`src/rtl/tsc_mem_arbiter.sv`:
```
// Memory arbiter for the TSC CPU: serialises loader (L), data (D) and fetch (I) accesses
// onto one single-port synchronous memory, fixed priority L > D > I with a starvation boost for I.
module tsc_mem_arbiter #(
    parameter int WORD_SIZE    = 16,
    parameter int ADDR_W       = 16,
    parameter int MEM_LATENCY  = 2,
    parameter int STARVE_LIMIT = 4
) (
    input  logic                 clk,
    input  logic                 reset_n,
    input  logic                 l_req,
    input  logic                 l_we,
    input  logic [ADDR_W-1:0]    l_addr,
    input  logic [WORD_SIZE-1:0] l_wdata,
    output logic                 l_ack,
    input  logic                 d_req,
    input  logic                 d_we,
    input  logic [ADDR_W-1:0]    d_addr,
    input  logic [WORD_SIZE-1:0] d_wdata,
    output logic                 d_ack,
    input  logic                 i_req,
    input  logic [ADDR_W-1:0]    i_addr,
    output logic                 i_ack,
    output logic [WORD_SIZE-1:0] rdata,
    output logic                 mem_cs,
    output logic                 mem_we,
    output logic [ADDR_W-1:0]    mem_addr,
    output logic [WORD_SIZE-1:0] mem_wdata,
    input  logic [WORD_SIZE-1:0] mem_rdata,
    output logic                 busy,
    output logic [1:0]           grant_id
);

    localparam int WAIT_W   = $clog2(MEM_LATENCY + 1);
    localparam int STARVE_W = (STARVE_LIMIT > 0) ? $clog2(STARVE_LIMIT + 1) : 1;
    localparam logic [WAIT_W-1:0]   WAIT_LAST  = WAIT_W'(MEM_LATENCY);
    localparam logic [STARVE_W-1:0] STARVE_MAX = STARVE_W'(STARVE_LIMIT);

    typedef enum logic [1:0] {IDLE, ISSUE, WAIT, RESP} state_t;
    typedef enum logic [1:0] {
        GNT_NONE = 2'b00,
        GNT_I    = 2'b01,
        GNT_D    = 2'b10,
        GNT_L    = 2'b11
    } grant_t;

    state_t                state;
    grant_t                owner;
    grant_t                winner;
    logic [WAIT_W-1:0]     wait_cnt;
    logic [STARVE_W-1:0]   starve_cnt;
    logic                  boost;
    logic                  any_req;
    logic                  win_we;
    logic [ADDR_W-1:0]     win_addr;
    logic [WORD_SIZE-1:0]  win_wdata;

    assign any_req  = l_req | d_req | i_req;
    assign boost    = (STARVE_LIMIT != 0) && (starve_cnt == STARVE_MAX);
    assign grant_id = owner;

    always_comb begin
        // NOTE: every signal gets a default first so no path through this block infers a latch.
        winner    = GNT_NONE;
        win_we    = 1'b0;
        win_addr  = '0;
        win_wdata = '0;
        if (i_req && boost)
            winner = GNT_I;
        else if (l_req)
            winner = GNT_L;
        else if (d_req)
            winner = GNT_D;
        else if (i_req)
            winner = GNT_I;
        case (winner)
            GNT_L: begin
                win_we    = l_we;
                win_addr  = l_addr;
                win_wdata = l_wdata;
            end
            GNT_D: begin
                win_we    = d_we;
                win_addr  = d_addr;
                win_wdata = d_wdata;
            end
            GNT_I:   win_addr = i_addr;
            default: ;
        endcase
    end

    // NOTE: non-blocking assignments so every register updates from the same pre-edge values.
    always_ff @(posedge clk) begin
        if (!reset_n) begin
            state      <= IDLE;
            owner      <= GNT_NONE;
            wait_cnt   <= '0;
            starve_cnt <= '0;
            busy       <= 1'b0;
            mem_cs     <= 1'b0;
            mem_we     <= 1'b0;
            mem_addr   <= '0;
            mem_wdata  <= '0;
            rdata      <= '0;
            l_ack      <= 1'b0;
            d_ack      <= 1'b0;
            i_ack      <= 1'b0;
        end else begin
            l_ack <= 1'b0;
            d_ack <= 1'b0;
            i_ack <= 1'b0;
            case (state)
                IDLE: begin
                    if (any_req) begin
                        state     <= ISSUE;
                        owner     <= winner;
                        busy      <= 1'b1;
                        mem_cs    <= 1'b1;
                        mem_we    <= win_we;
                        mem_addr  <= win_addr;
                        mem_wdata <= win_wdata;
                        // Only a fetch that is actually waiting and loses counts toward the boost.
                        if (!i_req || winner == GNT_I)
                            starve_cnt <= '0;
                        else if (starve_cnt != STARVE_MAX)
                            starve_cnt <= starve_cnt + 1'b1;
                    end
                end
                ISSUE: begin
                    state    <= WAIT;
                    mem_cs   <= 1'b0;
                    mem_we   <= 1'b0;
                    wait_cnt <= WAIT_W'(1);
                end
                WAIT: begin
                    if (wait_cnt == WAIT_LAST) begin
                        state <= RESP;
                        rdata <= mem_rdata;
                        l_ack <= (owner == GNT_L);
                        d_ack <= (owner == GNT_D);
                        i_ack <= (owner == GNT_I);
                    end else begin
                        wait_cnt <= wait_cnt + 1'b1;
                    end
                end
                RESP: begin
                    state <= IDLE;
                    busy  <= 1'b0;
                    owner <= GNT_NONE;
                end
                default: state <= IDLE;
            endcase
        end
    end

endmodule

```
`config.mk`:
```
export PLATFORM = sky130hd
export DESIGN_NAME = tsc_mem_arbiter
export DESIGN_NICKNAME = d
export VERILOG_FILES = /design/src/rtl/tsc_mem_arbiter.sv
export SDC_FILE = /design/constraint.sdc
export NUM_CORES = 1
export LEC_CHECK = 0
export BUFFER_PORTS_ARGS = -buffer_cell sky130_fd_sc_hd__buf_2
export CAP_MARGIN = 20
export CORE_MARGIN = 3
export CORE_UTILIZATION = 34
export CTS_CLUSTER_SIZE = 28
export DETAILED_ROUTE_END_ITERATION = 10
export PLACE_DENSITY = 0.62
export SYNTH_ARGS = -nofsm -noshare
export SYNTH_HDL_FRONTEND = slang
export SYNTH_SLANG_ARGS = --single-unit
```
`constraint.sdc`:
```
create_clock -name clk -period 1.7 [get_ports clk]
set_clock_uncertainty 0.05 [all_clocks]
set_input_delay 0.085 -clock clk [delete_from_list [all_inputs] [get_ports clk]]
set_output_delay 0.085 -clock clk [all_outputs]
set_load 0.03 [all_outputs]
```
==> key figures, run 1 <==
Critical path
  – WP depth: 5
  – Max FO, Critical Path: 6
  – Critical Path AT: between 1.5 and 2 ns
  – CP endpoint kind: flip-flop
  – Cell Chain, Critical Path: inv_1 -> ha_1 -> and2_1 -> or3_1 -> a21oi_1
  – Depth of the worst register-to-register path: 5
  – Critical Path Start Type: flip-flop
  – CP top delay family: simple AND/OR/NAND/NOR gates
  – Slowest-stage cell, CP: dfxtp_1
  – Critical path class: flip-flop to flip-flop
  – Critical Path Max Stage Delay: ~0.38 ns
  – Total buffers and inverters traversed by the critical path: 1
  – WP data required: ~1.9 ns

Timing
  – Final setup violation count: 0
  – RSZ-0062 raised after global routing: false
  – Setup TNS: 0 ns
  – Relative slew slack: between 60% and 70%
  – Final Max Tran Viols: 0
  – Least-Margin Pin Slew: between 0.4 and 0.5 ns
  – Fmax: ~0.64 GHz
  – Fin crit share: between 90% and 100%
  – Hold Vio Cnt, Final: 0
  – Minimum period implied by the final worst setup slack: about 1.6 ns

Cells and area
  – Layout Cells excl Fill: 703
  – Synthesis-to-layout area growth: 64.18%
  – Nets: 704
  – Final Instance Area: 4875 sq um
  – Layout cells sized above 1: 32.78%
  – Ant diodes: 0
  – Filler instances: 756
  – Core Util, Final: about three fifths

Place
  – Post-DP Area: slightly below 4000 sq um
  – Routability Congestion: just under 0.8
  – Port Buffers: about 160
  – Cells after DPL: ~600
  – Final HPWL DP: between 6 and 7 mm

Floorplanning
  – Num ports: 159
  – Initial Util: between 30% and 40%
  – DIE AREA: between 9000 and 10000 sq um
  – Die extent in x: ~99 um
  – Core Area: between 8000 and 9000 sq um
  – Die height: just under 100 um
  – Row cnt: 33

Routing
  – 1st-iter DRT viols: 140
  – DRC viols: 0
  – Vias per inst: roughly 5.3
  – Vias post-DR: around 3700
  – Routed wire length: between 10 and 15 mm
  – Routed WL per cell: 15.41 um
  – 1st-pass router iterations: 5
  – DRT antenna net count: 0

Yosys
  – Compound-cell area share of the yosys netlist: 27.27%
  – Main synth FF type: dfxtp_1
  – Largest family of logic cells by synthesized area: compound AO/OA/AOI/OAI gates
  – Cells after Synth: 370
  – Post-synth ARST share: 0%
  – Mux cell area share after synthesis: 0%
  – Warnings from Yosys: 0
  – Synth Area in Adders: about 3.4%
  – Syn avg cell area: 8.025 sq um
  – Post-synthesis xor/xnor area fraction: 0%
  – Post-synth EDFFs: 0
  – Yosys cell types: 34
  – Syn Std Cell Area: between 2000 and 3000 sq um
  – Simple logic cell fraction of the synthesized area: around a fifth
  – #FFs+latches synth: 63
  – Syn nets: slightly below 500
  – Seq/Total Area, Yosys: 42.48%

Clock network
  – CTS Buffer Depth: 2
  – Worst-skew pair later-pin latency: about 0.34 ns
  – Num CTS Buffers: 9
  – # clock sinks: 63
  – Worst-path clk slew: around 0.08 ns
  – CTS Root Cell: clkbuf_8
  – CTS tree: built
  – H-tree levels: 3

Power and ir drop
  – Tot Pwr: 0.006594 W
  – P_leak: 2.159 nW
  – VDD IR max: approximately 870 uV
  – PwrDens: 1353 nW/um^2

GRT
  – Largest net degree at the start of global routing: 52
  – Vias in the first global route: approximately 3700
  – Congestion Overflow GR: 0
  – GRT Total Usage: a little over a fifth
  – First-pass GRT wire length: 17.28 mm
  – Initial antenna violation count: 0

Status
  – Outcome: finished, final reports clean

Job
  – Max Cap Violations: 0

Min path
  – WHS Path Cells: 3
  – Worst Hold Class: input pin to flip-flop
==> synth_stat cells, types with 2 or more instances <==
cell type | instances | area, sq um
a21oi_1 | 43 | 215.2
a31oi_1 | 48 | 300.3
and2_1 | 2 | 12.51
and3b_1 | 2 | 17.52
buf_2 | 16 | 80.08
buf_4 | 2 | 15.01
buf_6 | 5 | 56.30
clkbuf_1 | 13 | 48.80
dfxtp_1 | 63 | 1261
ha_1 | 8 | 100.1
inv_1 | 9 | 33.78
nand2_1 | 40 | 150.1
nand2b_1 | 2 | 12.51
nand3_1 | 52 | 260.3
nor2_1 | 5 | 18.77
nor2b_1 | 2 | 12.51
nor3_1 | 2 | 10.01
o211ai_1 | 2 | 15.01
o21ai_0 | 37 | 185.2
o41ai_1 | 2 | 17.52
or3_1 | 2 | 12.51
==> area by class of cell <==
type,count,area (sq um),share of cell area [%]
repair buffers,249,1712,35.11
multi-input cells,261,1490,30.57
flip-flops and latches,63,1261,25.87
clock buffers,11,141.4,2.900
well taps,105,131.4,2.695
clock inverters,5,105.1,2.156
inverters,9,33.78,0.6930
==> what timing repair did <==
action / CTS / global route
endpoints found under the setup margin: 0 / 29
hold buffers: 75 / 0
gates resized for setup: 0 / 2
setup buffers: 0 / 1
endpoints found under the hold margin: 48 / 0
==> flip-flops by register name, indices dropped and copies added (netlist names) <==
register,flops
busy,1
d_ack,1
grant_id,2
i_ack,1
l_ack,1
mem_addr,16
mem_cs,1
mem_wdata,16
mem_we,1
rdata,16
starve_cnt,3
state,2
wait_cnt,2
==> routing by layer <==
layer	global-route usage, %	up-vias	part of all wire [%]
met5	0	-	0
met1	24.54	1709	40
met2	37.24	192	49
met3	7.013	30	8.7
met4	8.718	0	2.5
li1	-	1793	-
==> where the power goes <==
group	switching, W	internal, W	total [W]
Sequential	0.000226	0.00189	0.00212
Combinational	0.00180	0.00105	0.00285
Clock	0.000611	0.00101	0.00163
Total	0.00264	0.00395	0.00659
==> worst reg2reg max path: stages, from the launching register on <==
cell,delay (ns)
dfxtp_1,0.38
inv_1,0.12
ha_1,0.28
and2_1,0.18
or3_1,0.35
a21oi_1,0.14
==> cell usage in the layout (no fill, tap or decap), types with 2 or more instances in the layout <==
cell	synthesis	routed
clkbuf_8	0	10
nand2b_1	2	2
nor3_1	2	2
bufinv_16	0	3
dlygate4sd3_1	0	75
buf_4	2	12
o41ai_1	2	2
ha_1	8	7
buf_2	16	158
o21ai_0	37	37
nor2_1	5	5
nand3_1	52	51
and2_1	2	2
buf_12	0	4
or3_1	2	2
dfxtp_1	63	63
and3b_1	2	2
inv_1	9	9
clkinvlp_4	0	2
a21oi_1	43	43
nand2_1	40	40
a31oi_1	48	48
o211ai_1	2	2
==> cell families (layout without fill, tap and decap cells) <==
kind of cell	count (synthesis)	count (layout)
AOI/OAI and AO/OA	139	139
adders and majority gates	8	8
buffers and inverters	46	274
DFF	63	63
and+or+nand+nor	114	114
==> per-stage QoR <==
stage / hold WS (ns) / setup slack [ns]
after floorplan: 0.1710 / 0.1628
after global placement: 0.2800 / 0.06010
after detailed placement: 0.2823 / 0.02759
after CTS: 0.0007110 / 0.02200
after global routing: 0.01188 / 0.01074
final: 0.01542 / 0.1295
==> final timing paths <==
kind	slack, ns	start	to
setup / recovery	0.13	state[0]	wait_cnt[0]
hold / removal	0.02	l_addr[13]	mem_addr[13]
setup reg to reg	0.13	state[0]	wait_cnt[0]
hold reg to reg	0.40	rdata[10]	rdata[10]
(Power assumes the default switching activity.)
==> run 2: changes to the inputs <==
--- a/config.mk
+++ b/config.mk
@@ -11,7 +11,6 @@
 export CORE_UTILIZATION = 34
 export CTS_CLUSTER_SIZE = 28
 export DETAILED_ROUTE_END_ITERATION = 10
-export PLACE_DENSITY = 0.62
 export SYNTH_ARGS = -nofsm -noshare
 export SYNTH_HDL_FRONTEND = slang
 export SYNTH_SLANG_ARGS = --single-unit
==> run 2 against run 1 <==
Effect of this change:
- final cell count increased by 1.0%
- sequential power about the same
- power decreased by 7.8%
- utilization about the same
- global-route usage decreased by 1.0 points
- via count shrank 0.43%
- die area did not move
- highest routed layer unchanged
==> key figures, run 2 (same netlist as run 1, synthesis figures left out) <==
Cells and area
  – Ant diodes: 0
  – Nets: around 710
  – Most common cell after layout, fill and taps aside: buf_2
  – Layout Cells excl Fill: 710
  – Most frequent cells in the layout: 158 x buf_2, 78 x dlygate4sd3_1, 63 x dfxtp_1
  – Layout cells sized above 1: about 33%
  – Final Instance Area: between 4000 and 5000 sq um
  – Largest registers: mem_addr (16), mem_wdata (16), rdata (16)
  – Synthesis-to-layout area growth: 64.14%

GRT
  – GRT met2 Usage: between 30% and 40%
  – GRT Total Usage: 20.53%
  – Initial antenna violation count: 0
  – Vias in the first global route: 3668
  – Congestion Overflow GR: 0
  – Grt met1 use: about 24%
  – Largest net degree at the start of global routing: 43
  – First-pass GRT wire length: 16.70 mm
  – GRT Max-Usage Layer: met2
  – GRT met3 Usage: 6.311%

Job
  – Max Cap Violations: 0

Critical path
  – Max FO, Critical Path: 9
  – WP data required: between 1.5 and 2 ns
  – Critical path class: flip-flop to flip-flop
  – Critical Path Start Type: flip-flop
  – CP endpoint kind: flip-flop
  – Critical Path AT: ~1.7 ns

Routing
  – Vias post-DR: about 3700
  – 1st-pass router iterations: 5
  – Vias per inst: approximately 5.2
  – DRT antenna net count: 0
  – Routed WL per cell: approximately 15 um
  – 1st-iter DRT viols: 188
  – Routed wire length: ~10 mm
  – DRC viols: 0

Place
  – Routability Congestion: 0.7657
  – Final HPWL DP: between 6 and 7 mm
  – Port Buffers: between 150 and 200
  – Post-DP Area: roughly 3900 sq um
  – Cells after DPL: between 600 and 700

Clock network
  – Num CTS Buffers: 9
  – CTS tree: built
  – # clock sinks: between 60 and 70
  – Worst-skew pair later-pin latency: between 0.3 and 0.4 ns
  – CTS Buffer Depth: 2
  – CTS Root Cell: clkbuf_8
  – H-tree levels: 3
  – Worst-path clk slew: 0.07 ns

Power and ir drop
  – Switching fraction of total power: a little over two fifths
  – Clock power share: a little under a fifth
  – P_int: between 0.003 and 0.004 W
  – Net Sw Power: between 0.002 and 0.003 W
  – Sequential share of power: about a third
  – P_leak: around 2.2 nW
  – VDD IR max: 751.0 uV
  – Gate power share: a little under half
  – PwrDens: between 1000 and 1500 nW/um^2

Timing
  – Fmax: between 0.6 and 0.7 GHz
  – Minimum period implied by the final worst setup slack: around 1.5 ns
  – Hold_ws: between 0.02 and 0.03 ns
  – Hold Vio Cnt, Final: 0
  – Least-Margin Pin Slew: 0.4964 ns
  – Final Max Tran Viols: 0
  – Final setup violation count: 0
  – Fin crit share: 91.16%
  – Relative slew slack: 66.87%

Floorplanning
  – Num ports: between 150 and 200
  – Die height: about 99 um
  – Initial Util: between 30% and 40%
  – Die extent in x: ~100 um
  – Row cnt: 33
  – DIE AREA: 9890 sq um
  – Core Area: 8341 sq um

Min path
  – Worst Hold Class: input pin to flip-flop

Status
  – Outcome: finished, final reports clean
run 2: stage by stage:
stage | total power, W | setup WS [ns] | utilization, % | TNS, ns
CTS | 0.006076 | 0.08245 | 58.10 | 0
finish | 0.006077 | 0.1503 | 58.43 | 0
detailed placement | 0.004734 | 0.007585 | 46.34 | 0
global placement | 0.004710 | 0.04403 | 46.34 | 0
global route | 0.006456 | -0.01151 | 58.43 | -0.01151
floorplan | 0.003922 | 0.1628 | - | 0
run 2: worst max-delay path, stage by stage (launching register included):
cell	delay [ns]
dfxtp_1	0.34
inv_1	0.14
ha_4	0.21
or4b_1	0.47
a21oi_1	0.15
nor3_1	0.06
run 2: power groups by stage:
| stage | registers [W] | clock network (W) | logic, W |
|---|---|---|---|
| 4_1_cts | 0.00212 | 0.00120 | 0.00275 |
| 6_report | 0.00212 | 0.00115 | 0.00281 |
| 2_1_floorplan | 0.00287 | 0 | 0.00106 |
| 3_3_place_gp | 0.00213 | 0 | 0.00258 |
| 3_5_place_dp | 0.00213 | 0 | 0.00260 |
| 5_1_grt | 0.00218 | 0.00125 | 0.00303 |
run 2: metal layers:
metal	share of wire [%]	routed length, um
met1	40	4223
met2	48	5010
met3	9.2	964
met4	2.8	296
met5	0	0
run 2: path summary, 6_finish.rpt:
| kind | to | slack (ns) | cells past startpoint | from |
|---|---|---|---|---|
| worst max-delay path | state[0] | 0.15 | 5 | state[1] |
| worst max register to register | state[0] | 0.15 | 5 | state[1] |
| worst min register to register | rdata[10] | 0.40 | 2 | rdata[10] |
| worst min-delay path | mem_wdata[9] | 0.03 | 3 | d_wdata[9] |
run 2: area by class of cell:
class	instances	area, sq um
Clock buffer	12	155.1
Timing Repair Buffer	256	1772
Clock inverter	4	20.02
Multi-Input combinational cell	261	1500
Fill cell	741	3467
Inverter	9	33.78
Tap cell	105	131.4
Sequential cell	63	1261
run 2: what timing repair did:
action,CTS,global route
endpoints found under the setup margin,2,9
buffers inserted,3,1
pin swaps,0,1
endpoints found under the hold margin,48,0
gates resized for setup,1,4
hold buffers,78,0
==> run 3: changes to the inputs <==
--- a/config.mk
+++ b/config.mk
@@ -8,9 +8,12 @@
 export BUFFER_PORTS_ARGS = -buffer_cell sky130_fd_sc_hd__buf_2
 export CAP_MARGIN = 20
 export CORE_MARGIN = 3
-export CORE_UTILIZATION = 34
+export CORE_UTILIZATION = 45
 export CTS_CLUSTER_SIZE = 28
 export DETAILED_ROUTE_END_ITERATION = 10
+export PLACE_DENSITY = 0.8
+export RECOVER_POWER = 25
+export SETUP_SLACK_MARGIN = 0.2
 export SYNTH_ARGS = -nofsm -noshare
 export SYNTH_HDL_FRONTEND = slang
 export SYNTH_SLANG_ARGS = --single-unit
==> run 3 against run 2 <==
Effect of this change:
- the run now ends with negative setup slack left
- via count grew 21%
- largest cell class unchanged
- clock-buffer cell count shrank 3
- global-route usage grew 11 points
- sequential share of layout area shrank 1.5 points
==> key figures, run 3 (same netlist as run 1, synthesis figures left out) <==
Clock network
  – Worst-skew pair later-pin latency: ~0.35 ns
  – CTS Root Cell: clkbuf_8
  – Worst-path clk slew: approximately 0.090 ns
  – CTS tree: built
  – H-tree levels: 3
  – Num CTS Buffers: 9
  – CTS Buffer Depth: 2
  – # clock sinks: between 60 and 70

GRT
  – GRT Total Usage: a little under a third
  – First-pass GRT wire length: roughly 19 mm
  – Largest net degree at the start of global routing: 38
  – Vias in the first global route: slightly above 4000
  – Initial antenna violation count: 2
  – Congestion Overflow GR: 0

Critical path
  – Critical R2R Launch: state[1]
  – WP depth: 7
  – CP endpoint kind: flip-flop
  – Depth of the worst register-to-register path: 7
  – Critical path capture point: mem_addr[13]
  – Setup crit start: state[1]
  – Cell Chain, Critical Path: inv_2 -> ha_4 -> o31a_1 -> buf_4 -> clkbuf_16 -> o21ai_2 -> a31oi_1
  – Max FO, Critical Path: 5
  – CP top delay family: compound AO/OA/AOI/OAI gates
  – Critical path class: flip-flop to flip-flop
  – Reg-to-Reg End: mem_addr[13]
  – Critical Path Start Type: flip-flop
  – WP data required: between 1.5 and 2 ns
  – Slowest-stage cell, CP: o31a_1
  – Critical Path AT: 1.96 ns
  – Setup slack, reg-to-reg: -0.05 ns
  – Critical Path Max Stage Delay: 0.35 ns
  – Total buffers and inverters traversed by the critical path: 3

Routing
  – 1st-iter DRT viols: roughly 600
  – Vias per inst: 6.381
  – 1st-pass router iterations: 8
  – Vias post-DR: around 4500
  – DRC viols: 0
  – Routed wire length: roughly 16 mm
  – DRT antenna net count: 0
  – Routed WL per cell: 22.29 um

Status
  – Failing checks: negative setup slack
  – Outcome: complete, but fails checks

Place
  – Final HPWL DP: ~6.7 mm
  – Port Buffers: 158
  – Post-DP Area: 3837 sq um
  – Routability Congestion: just over 0.8

Timing
  – Least-Margin Pin Slew: about 0.61 ns
  – Relative slew slack: 59.05%
  – Final setup violation count: 2
  – Final Max Tran Viols: 0
  – Fmax: around 0.57 GHz
  – RSZ-0062 raised after global routing: true
  – Hold Vio Cnt, Final: 0
  – Worst Slack Setup Final: -0.04544 ns
  – Minimum period implied by the final worst setup slack: approximately 1.7 ns
  – Fin crit share: 102.7%

Floorplanning
  – Row cnt: 28
  – Die height: 87.23 um
  – Core Area: 6166 sq um
  – Die extent in x: approximately 87 um
  – DIE AREA: 7609 sq um
  – Initial Util: between 40% and 50%
  – Num ports: around 160

Power and ir drop
  – VDD IR max: roughly 1000 uV
  – Tot Pwr: 0.007212 W
  – PwrDens: between 1000 and 1500 nW/um^2
  – P_leak: 2.228 nW

Min path
  – Worst Hold Class: input pin to flip-flop
  – Worst min-delay path startpoint: l_addr[14]

Cells and area
  – Final Instance Area: roughly 5200 sq um
  – Largest registers: mem_addr (16), mem_wdata (16), rdata (16)
  – Synthesis-to-layout area growth: 75.90%
  – Nets: around 730
  – Most common cell after layout, fill and taps aside: buf_2
  – Most frequent cells in the layout: 129 x buf_2, 77 x dlygate4sd3_1, 58 x dfxtp_1
  – Layout cells sized above 1: 35.25%

Job
  – Max Cap Violations: 0
==> run 3: how the worst min path moves through the flow <==
stage	endpoint	slack (ns)	cells past startpoint
after global routing	mem_wdata[5]	0.008	3
final	mem_addr[14]	0.01	3
after CTS	mem_addr[13]	0.005	3
after global placement	rdata[1]	0.27	3
after detailed placement	rdata[7]	0.28	3
after floorplan	rdata[0]	0.17	2
==> run 3: power breakdown <==
group | total [W] | internal (W) | switching, W | leakage [nW]
clock | 0.00125 | 0.000543 | 0.000702 | 0.0825
combinational | 0.00375 | 0.00151 | 0.00224 | 1.63
sequential | 0.00222 | 0.00190 | 0.000313 | 0.520
==> run 3: stage by stage <==
step	instances	TNS, ns	utilization, %	setup slack (ns)	hold slack [ns]
CTS	678	0	78.39	0.2199	0.004502
finish	704	-0.05729	84.70	-0.04544	0.01145
floorplan	370	0	-	0.1912	0.1710
global placement	583	0	62.24	0.1015	0.2747
global route	704	-1.431	84.70	-0.3906	0.008174
detailed placement	583	0	62.24	0.05442	0.2822
==> run 3: worst reg2reg max path, cell delays in order, from the launching register on <==
cell       delay (ns)
dfxtp_2          0.34
inv_2            0.10
ha_4             0.17
o31a_1           0.35
buf_4            0.19
clkbuf_16        0.14
o21ai_2          0.07
a31oi_1          0.25
==> run 3: timing repair <==
action / CTS / global route
pin swaps: 0 / 7
hold buffers: 77 / 0
endpoints found under the setup margin: 47 / 56
buffers inserted: 2 / 15
endpoints found under the hold margin: 48 / 0
resized for setup: 8 / 40
gates cloned: 0 / 9
==> run 3: cell type report <==
| type | count | area [sq um] |
|---|---|---|
| inverter | 9 | 36.28 |
| clock inverter | 7 | 57.56 |
| tap | 75 | 93.84 |
| fill | 319 | 943.4 |
| sequential | 63 | 1272 |
| multi-input combinational | 261 | 1583 |
| clock buffer | 9 | 123.9 |
| timing repair buffer | 278 | 2051 |
| antenna | 2 | 5.005 |
==> run 3: metal layers <==
layer  up-vias  share of wire [%]  track usage (%)
met2       483                 47            53.35
met5         -                  0                0
met4         0                7.0            18.27
li1       1857                  -                -
met3       139                 13            9.082
met1      2013                 33            34.90
